File: src/rtl/uart_baud_autodetect_if.sv
// Signal bundle between the auto-baud controller and its surroundings.
//   rx, start, cfg_override, cfg_baud : into the controller (line + control)
//   baud_rate, gen_rst_n              : out to the RX baud-rate generator
//   busy, locked, error               : status back to software
// master = the side driving the line and control (pad sync / CPU),
// slave  = the auto-baud controller itself.
interface uart_baud_autodetect_if;
  logic       rx;
  logic       start;
  logic       cfg_override;
  logic [1:0] cfg_baud;
  logic [1:0] baud_rate;
  logic       gen_rst_n;
  logic       busy;
  logic       locked;
  logic       error;

  modport master (
    output rx, start, cfg_override, cfg_baud,
    input  baud_rate, gen_rst_n, busy, locked, error
  );

  modport slave (
    input  rx, start, cfg_override, cfg_baud,
    output baud_rate, gen_rst_n, busy, locked, error
  );
endinterface

File: src/rtl/uart_baud_autodetect.sv
// Auto-baud controller for the UART receive path.
// Measures low-pulse widths on the synchronized rx line, classifies each into
// one of four rate codes, and after NSAMP consistent measurements programs the
// baud generator (baud_rate) and releases its phase reset (gen_rst_n).
// Software may bypass detection with cfg_override/cfg_baud.
// Ports:
//   system_clk : clock
//   reset_n    : asynchronous active-low reset
//   bus        : slave side of uart_baud_autodetect_if (rx, start, cfg_*,
//                baud_rate, gen_rst_n, busy, locked, error)
module uart_baud_autodetect #(
  parameter int unsigned P0    = 41668,
  parameter int unsigned P1    = 20834,
  parameter int unsigned P2    = 10418,
  parameter int unsigned P3    = 6946,
  parameter int unsigned NSAMP = 2
) (
  input  logic                  system_clk,
  input  logic                  reset_n,
  uart_baud_autodetect_if.slave bus
);
  localparam int unsigned MIN_W = P3 / 2;
  localparam int unsigned MAX_W = P0 + P0 / 2;
  localparam int unsigned M01   = (P0 + P1) / 2;
  localparam int unsigned M12   = (P1 + P2) / 2;
  localparam int unsigned M23   = (P2 + P3) / 2;

  localparam logic [16:0] MIN_W_V    = 17'(MIN_W);
  localparam logic [16:0] MAX_W_V    = 17'(MAX_W);
  localparam logic [16:0] SAT_W_V    = 17'(MAX_W + 1);
  localparam logic [16:0] M01_V      = 17'(M01);
  localparam logic [16:0] M12_V      = 17'(M12);
  localparam logic [16:0] M23_V      = 17'(M23);
  localparam logic [16:0] ARM_LAST_V = 17'(P3 - 1);
  localparam logic [2:0]  NSAMP_V    = 3'(NSAMP);

  typedef enum logic [2:0] {
    IDLE, ARM, WAIT_FALL, MEASURE, DONE, FAIL, LOAD
  } state_t;

  state_t      state_q, state_d;
  logic        rx_meta_q, rx_s_q;
  logic [16:0] idle_cnt_q, idle_cnt_d;
  logic [16:0] w_q, w_d;
  logic [2:0]  samp_cnt_q, samp_cnt_d;
  logic [1:0]  code_q, code_d;
  logic [1:0]  baud_rate_q, baud_rate_d;
  logic        gen_rst_n_q, gen_rst_n_d;
  logic        busy_q, busy_d;
  logic        locked_q, locked_d;
  logic        error_q, error_d;

  // Rate code of the pulse just measured: longer pulse -> slower rate.
  logic [1:0] cls_code;
  always_comb begin
    if (w_q >= M01_V)      cls_code = 2'b00;
    else if (w_q >= M12_V) cls_code = 2'b01;
    else if (w_q >= M23_V) cls_code = 2'b10;
    else                   cls_code = 2'b11;
  end

  // Decision terms for MEASURE. is_break fires on the cycle that would push
  // W past MAX_W, so W itself never needs to exceed MAX_W+1.
  logic is_break, is_glitch, is_mismatch, is_last;
  assign is_break    = !rx_s_q && (w_q >= MAX_W_V);
  assign is_glitch   = rx_s_q && (w_q < MIN_W_V);
  assign is_mismatch = (samp_cnt_q != 3'd0) && (cls_code != code_q);
  assign is_last     = (samp_cnt_q + 3'd1) == NSAMP_V;

  // rx synchronizer; resets to the idle (high) line level.
  always_ff @(posedge system_clk or negedge reset_n) begin
    if (!reset_n) begin
      rx_meta_q <= 1'b1;
      rx_s_q    <= 1'b1;
    end else begin
      rx_meta_q <= bus.rx;
      rx_s_q    <= rx_meta_q;
    end
  end

  // State register.
  always_ff @(posedge system_clk or negedge reset_n) begin
    if (!reset_n) state_q <= IDLE;
    else          state_q <= state_d;
  end

  // Next-state logic.
  always_comb begin
    state_d = state_q;
    unique case (state_q)
      IDLE:      if (bus.start) state_d = bus.cfg_override ? LOAD : ARM;
      ARM:       if (rx_s_q && (idle_cnt_q == ARM_LAST_V)) state_d = WAIT_FALL;
      WAIT_FALL: if (!rx_s_q) state_d = MEASURE;
      MEASURE: begin
        if (is_break)         state_d = FAIL;
        else if (!rx_s_q)     state_d = MEASURE;
        else if (is_glitch)   state_d = WAIT_FALL;
        else if (is_mismatch) state_d = FAIL;
        else if (is_last)     state_d = DONE;
        else                  state_d = WAIT_FALL;
      end
      DONE, FAIL, LOAD: state_d = IDLE;
      default:          state_d = IDLE;
    endcase
  end

  // Datapath and output register next values. Results (baud_rate, locked,
  // error) are registered on the transition into DONE/FAIL/LOAD so that the
  // generator sees the new rate one full cycle before gen_rst_n releases.
  always_comb begin
    idle_cnt_d  = idle_cnt_q;
    w_d         = w_q;
    samp_cnt_d  = samp_cnt_q;
    code_d      = code_q;
    baud_rate_d = baud_rate_q;
    gen_rst_n_d = gen_rst_n_q;
    busy_d      = busy_q;
    locked_d    = locked_q;
    error_d     = error_q;
    unique case (state_q)
      IDLE: begin
        gen_rst_n_d = 1'b1;
        if (bus.start) begin
          gen_rst_n_d = 1'b0;
          busy_d      = 1'b1;
          error_d     = 1'b0;
          if (bus.cfg_override) begin
            baud_rate_d = bus.cfg_baud;
            locked_d    = 1'b1;
          end else begin
            locked_d   = 1'b0;
            samp_cnt_d = 3'd0;
            idle_cnt_d = 17'd0;
          end
        end
      end
      ARM:       idle_cnt_d = rx_s_q ? idle_cnt_q + 17'd1 : 17'd0;
      WAIT_FALL: if (!rx_s_q) w_d = 17'd1;
      MEASURE: begin
        if (is_break) begin
          w_d     = SAT_W_V;
          error_d = 1'b1;
        end else if (!rx_s_q) begin
          w_d = w_q + 17'd1;
        end else if (!is_glitch) begin
          if (is_mismatch) begin
            error_d = 1'b1;
          end else begin
            code_d     = cls_code;
            samp_cnt_d = samp_cnt_q + 3'd1;
            if (is_last) begin
              baud_rate_d = cls_code;
              locked_d    = 1'b1;
            end
          end
        end
      end
      DONE, FAIL, LOAD: begin
        gen_rst_n_d = 1'b1;
        busy_d      = 1'b0;
      end
      default: ;
    endcase
  end

  always_ff @(posedge system_clk or negedge reset_n) begin
    if (!reset_n) begin
      idle_cnt_q  <= '0;
      w_q         <= '0;
      samp_cnt_q  <= '0;
      code_q      <= '0;
      baud_rate_q <= 2'b00;
      gen_rst_n_q <= 1'b0;
      busy_q      <= 1'b0;
      locked_q    <= 1'b0;
      error_q     <= 1'b0;
    end else begin
      idle_cnt_q  <= idle_cnt_d;
      w_q         <= w_d;
      samp_cnt_q  <= samp_cnt_d;
      code_q      <= code_d;
      baud_rate_q <= baud_rate_d;
      gen_rst_n_q <= gen_rst_n_d;
      busy_q      <= busy_d;
      locked_q    <= locked_d;
      error_q     <= error_d;
    end
  end

  assign bus.baud_rate = baud_rate_q;
  assign bus.gen_rst_n = gen_rst_n_q;
  assign bus.busy      = busy_q;
  assign bus.locked    = locked_q;
  assign bus.error     = error_q;
endmodule

File: src/flat_wrapper.sv
// flat-port wrapper written by rule: the top's interface ports become plain ports
module uart_baud_autodetect_flat 
#(
  parameter int unsigned P0    = 41668,
  parameter int unsigned P1    = 20834,
  parameter int unsigned P2    = 10418,
  parameter int unsigned P3    = 6946,
  parameter int unsigned NSAMP = 2
)
  (system_clk, reset_n, bus_rx, bus_start, bus_cfg_override, bus_cfg_baud, bus_baud_rate, bus_gen_rst_n, bus_busy, bus_locked, bus_error);
  uart_baud_autodetect_if bus_i ();
  input  logic system_clk;
  input  logic reset_n;
  input wire logic [$bits(bus_i.rx)-1:0] bus_rx;
  input wire logic [$bits(bus_i.start)-1:0] bus_start;
  input wire logic [$bits(bus_i.cfg_override)-1:0] bus_cfg_override;
  input wire logic [$bits(bus_i.cfg_baud)-1:0] bus_cfg_baud;
  output wire logic [$bits(bus_i.baud_rate)-1:0] bus_baud_rate;
  output wire logic [$bits(bus_i.gen_rst_n)-1:0] bus_gen_rst_n;
  output wire logic [$bits(bus_i.busy)-1:0] bus_busy;
  output wire logic [$bits(bus_i.locked)-1:0] bus_locked;
  output wire logic [$bits(bus_i.error)-1:0] bus_error;
  assign bus_i.rx = bus_rx;
  assign bus_i.start = bus_start;
  assign bus_i.cfg_override = bus_cfg_override;
  assign bus_i.cfg_baud = bus_cfg_baud;
  assign bus_baud_rate = bus_i.baud_rate;
  assign bus_gen_rst_n = bus_i.gen_rst_n;
  assign bus_busy = bus_i.busy;
  assign bus_locked = bus_i.locked;
  assign bus_error = bus_i.error;
  uart_baud_autodetect #(.P0(P0), .P1(P1), .P2(P2), .P3(P3), .NSAMP(NSAMP)) u_core (.system_clk(system_clk), .reset_n(reset_n), .bus(bus_i));
endmodule
File: config.mk
export PLATFORM = sky130hd
export DESIGN_NAME = uart_baud_autodetect_flat
export DESIGN_NICKNAME = d
export VERILOG_FILES = /design/src/rtl/uart_baud_autodetect_if.sv /design/src/rtl/uart_baud_autodetect.sv /design/src/flat_wrapper.sv
export SDC_FILE = /design/constraint.sdc
export NUM_CORES = 1
export LEC_CHECK = 0
export CAP_MARGIN = 20
export CORE_MARGIN = 2
export CORE_UTILIZATION = 46
export CTS_BUF_LIST = sky130_fd_sc_hd__clkbuf_2 sky130_fd_sc_hd__clkbuf_4 sky130_fd_sc_hd__clkbuf_8
export DETAILED_ROUTE_END_ITERATION = 8
export PLACE_DENSITY_LB_ADDON = 0.15
export SLEW_MARGIN = 20
export SYNTH_ARGS = -nofsm -noshare
export SYNTH_HDL_FRONTEND = slang
export SYNTH_SLANG_ARGS = --single-unit
File: constraint.sdc
create_clock -name system_clk -period 2.08 [get_ports system_clk]
set_clock_uncertainty 0.05 [all_clocks]
set_input_delay 0.208 -clock system_clk [delete_from_list [all_inputs] [get_ports system_clk]]
set_output_delay 0.208 -clock system_clk [all_outputs]
set_load 0.02 [all_outputs]
Word-level counts from Yosys, hierarchy flattened

Cells that the tools add are included.

Register bits after elaboration: 50
Input port bits: 7
Output and inout bits: 6

Add/sub/neg operators: 3
Magnitude comparators: 5
Equality and inequality tests: 23
Muxes and demuxes: 54
Bitwise operators: 3
Reduce and logical (&&, ||, !) cells: 21

Operators with widths:

| kind                                                                                  | number |
|---|---|
| 17-bit two-way mux                                                                    | 6 |
| 17-bit case mux with 2 select lines                                                   | 2 |
| 3-bit two-way mux                                                                     | 15 |
| 17-bit by 1-bit adder with 17-bit output, second input constant                       | 2 |
| 17-bit by 14-bit greater-or-equal comparator with 1-bit output, second input constant | 2 |
| 2-bit two-way mux                                                                     | 9 |
| 17-bit by 13-bit equality test with 1-bit output, second input constant               | 1 |
| 17-bit by 15-bit greater-or-equal comparator with 1-bit output, second input constant | 1 |
| 17-bit by 16-bit greater-or-equal comparator with 1-bit output, second input constant | 1 |
| 17-bit by 12-bit < comparator with 1-bit output, second input constant                | 1 |
| 1-bit two-way mux                                                                     | 15 |
| 2-bit != test, second input constant                                                  | 7 |
| 7-bit AND reduction                                                                   | 2 |
| 3-bit case mux with 4 select lines                                                    | 1 |
| 5-bit AND reduction                                                                   | 2 |
| 3-bit by 2-bit equality test with 1-bit output, second input constant                 | 3 |
| 3-bit equality test, second input constant                                            | 3 |
| 3-bit AND reduction                                                                   | 3 |
| 1-bit case mux with 2 select lines                                                    | 4 |
| 8-bit AND reduction                                                                   | 1 |
| 2-bit nonzero test                                                                    | 4 |
| 2-bit by 1-bit != test with 1-bit output, second input constant                       | 3 |
| 3-bit by 1-bit != test with 1-bit output, second input constant                       | 2 |
| 3-bit case mux with 2 select lines                                                    | 1 |
| 13 further kinds                                                                      | 18 |

Longest topological paths before layout

Depth after elaboration: 11
Gate-level depth with buffers: 9
Mapped depth without buffers: 9

Least setup slack after synthesis

No wires, ideal clock.

Path kind: register -> register
Start point: reg u_core.w_q[14]
End point: reg u_core.baud_rate_q[0], in the netlist u_core.bus.baud_rate[0]
Library setup time: 125 ps
Data arrival time: 2,097 ps
Slack: -192 ps
Stages on the path, launching flop included: 8
Clock period less this slack: 2,272 ps
Cell sequence: dfrtp_1 -> or3_4 -> o21bai_4 -> or2_1 -> a41oi_2 -> nand4b_4 -> o21a_1 -> mux2_4

Word-level cells in the longest chain between the ends: 10

RTL lines:

| item                                                           | line                        | text |
|---|---|---|
| start, declared                                                | uart_baud_autodetect.sv:44  | `logic [16:0] w_q, w_d;` |
| start signal, assigned                                         | uart_baud_autodetect.sv:179 | `w_q <= w_d;` |
| 17-bit by 14-bit greater-or-equal comparator with 1-bit output | uart_baud_autodetect.sv:58  | `else if (w_q >= M23_V) cls_code = 2'b10;` |
| 1-bit two-way mux                                              | uart_baud_autodetect.sv:58  |  |
| 2-bit two-way mux                                              | uart_baud_autodetect.sv:57  | `else if (w_q >= M12_V) cls_code = 2'b01;` |
| 2-bit two-way mux                                              | uart_baud_autodetect.sv:56  | `if (w_q >= M01_V) cls_code = 2'b00;` |
| 2-bit two-way mux                                              | uart_baud_autodetect.sv:151 | `if (is_last) begin` |
| 2-bit two-way mux                                              | uart_baud_autodetect.sv:146 | `if (is_mismatch) begin` |
| 2-bit two-way mux                                              | uart_baud_autodetect.sv:145 | `end else if (!is_glitch) begin` |
| 2-bit two-way mux                                              | uart_baud_autodetect.sv:143 | `end else if (!rx_s_q) begin` |
| 2-bit two-way mux                                              | uart_baud_autodetect.sv:140 | `if (is_break) begin` |
| 2-bit case mux with 2 select lines                             | uart_baud_autodetect.sv:120 | `unique case (state_q)` |
| end signal, assigned                                           | uart_baud_autodetect.sv:182 | `baud_rate_q <= baud_rate_d;` |
| end, declared                                                  | uart_baud_autodetect.sv:47  | `logic [1:0] baud_rate_q, baud_rate_d;` |

Several ways; a longest one is shown, not always the timed one. The select of a mux whose other input is x is not followed.
A chain may end at the register's enable or synchronous reset.

Worst setup path in the final report

Start point: reg u_core.w_q[8]
End point: reg u_core.code_q[0]

Word-level cells in the longest chain between the ends: 8

RTL lines:

| item                                                           | line                        | text |
|---|---|---|
| 17-bit by 14-bit greater-or-equal comparator with 1-bit output | uart_baud_autodetect.sv:58  |  |
| 1-bit two-way mux                                              | uart_baud_autodetect.sv:58  |  |
| 2-bit two-way mux                                              | uart_baud_autodetect.sv:57  |  |
| 2-bit two-way mux                                              | uart_baud_autodetect.sv:56  |  |
| 2-bit != test                                                  | uart_baud_autodetect.sv:67  | `assign is_mismatch = (samp_cnt_q != 3'd0) && (cls_code != code_q);` |
| 1-bit logical AND                                              | uart_baud_autodetect.sv:67  |  |
| 1-bit inverter (no source line)                                | n/a                         |  |
| 5-bit AND reduction (no source line)                           | n/a                         |  |
| end signal, assigned                                           | uart_baud_autodetect.sv:181 | `code_q <= code_d;` |
| end, declared                                                  | uart_baud_autodetect.sv:46  | `logic [1:0] code_q, code_d;` |

Several ways; a longest one is shown, not always the timed one.

==> impl_metrics.json <==
{
  "htreeDepth": 2,
  "end_kind": "flip-flop",
  "yosys_warnings": 0,
  "yosysMostFrequentCell": "dfrtp_1",
  "antenna_found_initial": 0,
  "routed_wl_microns": 8696,
  "start_util_pct": 46.99,
  "finalWorstSetupSlack_ns": -0.2534,
  "cts_buffer_depth": 2,
  "die_y_microns": 86.61,
  "drt-wirelength-per-cell_microns": 16.76,
  "p_leak_uw": 0.001869,
  "netlist_area_sq_um": 3139,
  "status": "finished, violations left",
  "crit_path_max_incr_delay_ns": 0.57,
  "worstPathMaxFanout": 7,
  "clock_sinks": 50,
  "rsz0062_at_grt": "yes",
  "rows": 30,
  "startpoint_type": "flip-flop",
  "fin_crit_ns": 2.333,
  "place_area_sq_um": 3741,
  "powerDensity_nw_per_um2": 862.5,
  "io_pins": 13,
  "crit_required_ns": 2.23,
  "grtUsageTotal_pct": 24.05,
  "yosysTopAreaCellShare_pct": 38.26,
  "drv_cap": 0,
  "seqCellArea_sq_um": 1269,
  "numCtsBuffers": 5,
  "clkTransAtPathRegs_ns": 0.10,
  "grt_overflow": 0,
  "failed_checks": "setup timing",
  "critPathSlowestCell": "or4_4",
  "ys.flop_type": "dfrtp_1",
  "core_area_sq_um": 6681,
  "drc": 0,
  "first_pass_iters": 5,
  "async_flop_share_pct": 100.0,
  "clk_latency_ns": 0.31,
  "fin_area_sq_um": 4305,
  "yosysTopAreaCell": "dfrtp_1",
  "finalCritPeriodShare_pct": 112.2,
  "drv_slew": 0,
  "dieArea_sq_um": 7501,
  "first_iter_violations": 289,
  "path_cells": "or4_4 -> o211ai_4 -> a2111o_1 -> nand4b_4 -> nand2_1 -> mux2_2",
  "area_growth_pct": 37.15,
  "arrival_ns": 2.48,
  "vias": 3042,
  "setup_viol": 26,
  "ant_nets": 0,
  "netlist_top_cells_area": "dfrtp_1, nand2_1, o21ai_0, nor2_1, a21oi_1",
  "drive_above_1_share_pct": 35.99,
  "max-vdd-ir-drop_v": 0.0006355,
  "maxSlewHeadroom_pct": 56.83,
  "die_x_microns": 86.61,
  "synthesis.instances": 363,
  "final_core_util_pct": 64.44,
  "grt_max_degree": 51,
  "cts_tree": "yes",
  "nets": 452,
  "path_class": "reg2reg",
  "synth.distinct_cells": 63,
  "nFillCells": 545,
  "portBuffers": 12,
  "multi_input_area_sq_um": 2032,
  "syn_nets": 377,
  "hold-worst-slack_ns": 0.2404,
  "yosysSeqAreaShare_pct": 39.94,
  "tightest_slew_ns": 0.6476,
  "synth_edf_count": 0,
  "synth-seq-cells": 50,
  "dp_hpwl_microns": 5764,
  "grt_pass1_wl_microns": 14200,
  "hold_violations": 0,
  "syn_area_per_cell_sq_um": 8.648,
  "viasPerCell": 5.861,
  "synth_common_cells": "dfrtp_1, nand2_1, nor2_1, o21ai_0, a21oi_1",
  "cts_root_buffer": "clkbuf_8",
  "gp_congestion": 0.8962,
  "n_antenna_cell": 0,
  "hold_path_class": "in2reg",
  "fmax_mhz": 428.6,
  "grt_pass1_vias": 2960
}
[through the flow]
| stage | cells | setup TNS [ns] | setup WS (ns) | total power, uW |
|---|---|---|---|---|
| floorplan | 363 | -0.4783 | -0.1318 | 2059 |
| global placement | 500 | -3.340 | -0.2460 | 2638 |
| detailed placement | 500 | -3.962 | -0.3111 | 2669 |
| CTS | 517 | -1.956 | -0.2112 | 3628 |
| global route | 519 | -5.860 | -0.3283 | 3939 |
| finish | 519 | -3.900 | -0.2534 | 3713 |
[report_power, final]
part / total [uW] / leakage, uW / switching, uW / internal [uW]
Sequential: 1250 / 0.000647 / 140 / 1110
Combinational: 1630 / 0.00115 / 897 / 729
Clock: 835 / 0.0000683 / 353 / 482
[sequential cells by signal, summed over array words and instances, names as in the netlist]
signal                cells
u_core.bus.locked         1
u_core.idle_cnt_q        17
u_core.bus.error          1
u_core.bus.gen_rst_n      1
u_core.rx_meta_q          1
u_core.state_q            3
u_core.w_q               17
u_core.code_q             2
u_core.bus.busy           1
u_core.samp_cnt_q         3
u_core.bus.baud_rate      2
u_core.rx_s_q             1
[final cells by class]
cell class / count / share of cell area (%)
Inverter: 17 / 1.482
Timing Repair Buffer: 87 / 16.33
Tap cell: 80 / 2.325
Sequential cell: 50 / 29.47
Clock inverter: 3 / 1.598
Clock buffer: 5 / 1.598
Multi-Input combinational cell: 277 / 47.20
[per-layer routing]
layer  global-route usage, %  routed length [microns]
met5                       0                        0
met1                   32.42                     4032
met3                   2.952                      262
met2                   39.79                     4203
met4                   8.949                      198
[what timing repair did]
action | 4_1_cts | 5_1_grt
pin swaps | 9 | 10
hold buffers | 1 | 0
hold endpoints to repair | 48 | 0
endpoints found under the setup margin | 27 | 28
resized for setup | 40 | 43
setup buffers | 9 | 2
[worst paths after layout]
check	from	end	slack [ns]	depth (start not counted)
setup / recovery	u_core.w_q[8]	u_core.code_q[0]	-0.25	6
hold / removal	bus_rx	u_core.rx_meta_q	0.24	1
setup reg to reg	u_core.w_q[8]	u_core.code_q[0]	-0.25	6
hold reg to reg	u_core.rx_meta_q	u_core.rx_s_q	0.31	0
max in group asynchronous	reset_n	u_core.w_q[13]	1.03	3
min in group asynchronous	reset_n	u_core.idle_cnt_q[14]	0.48	3
[cell families after synthesis]
| kind of cell | after synthesis | share of synthesized area (%) |
|---|---|---|
| mux | 6 | 2.352 |
| flops | 50 | 39.94 |
| fa+ha+maj | 7 | 2.790 |
| buf+inv | 36 | 5.301 |
| simple gates | 151 | 25.27 |
| compound gates | 107 | 22.68 |
| xor+xnor | 6 | 1.674 |
[placed cells by master (no fill, tap or decap), types with 6 or more instances in the layout]
cell type / instances
clkdlybuf4s50_1: 11
o21ai_1: 10
buf_6: 6
inv_1: 16
a21oi_1: 17
o21ai_0: 20
nand2_1: 38
nor3_1: 6
ha_1: 6
dfrtp_1: 36
nand3_1: 16
and3_1: 7
o31ai_1: 7
dfrtp_2: 12
nor2_1: 30
nand4_1: 6
buf_4: 68
nor2b_1: 8
[critical path, delay by kind of cell, from the launching register on]
kind | cells | cell delay (ns)
multiplexers | 1 | 0.36
AO/OA/AOI/OAI | 2 | 0.48
flip-flops | 1 | 0.46
AND/OR/NAND/NOR | 3 | 0.86
Power figures use the tool's default switching activity.
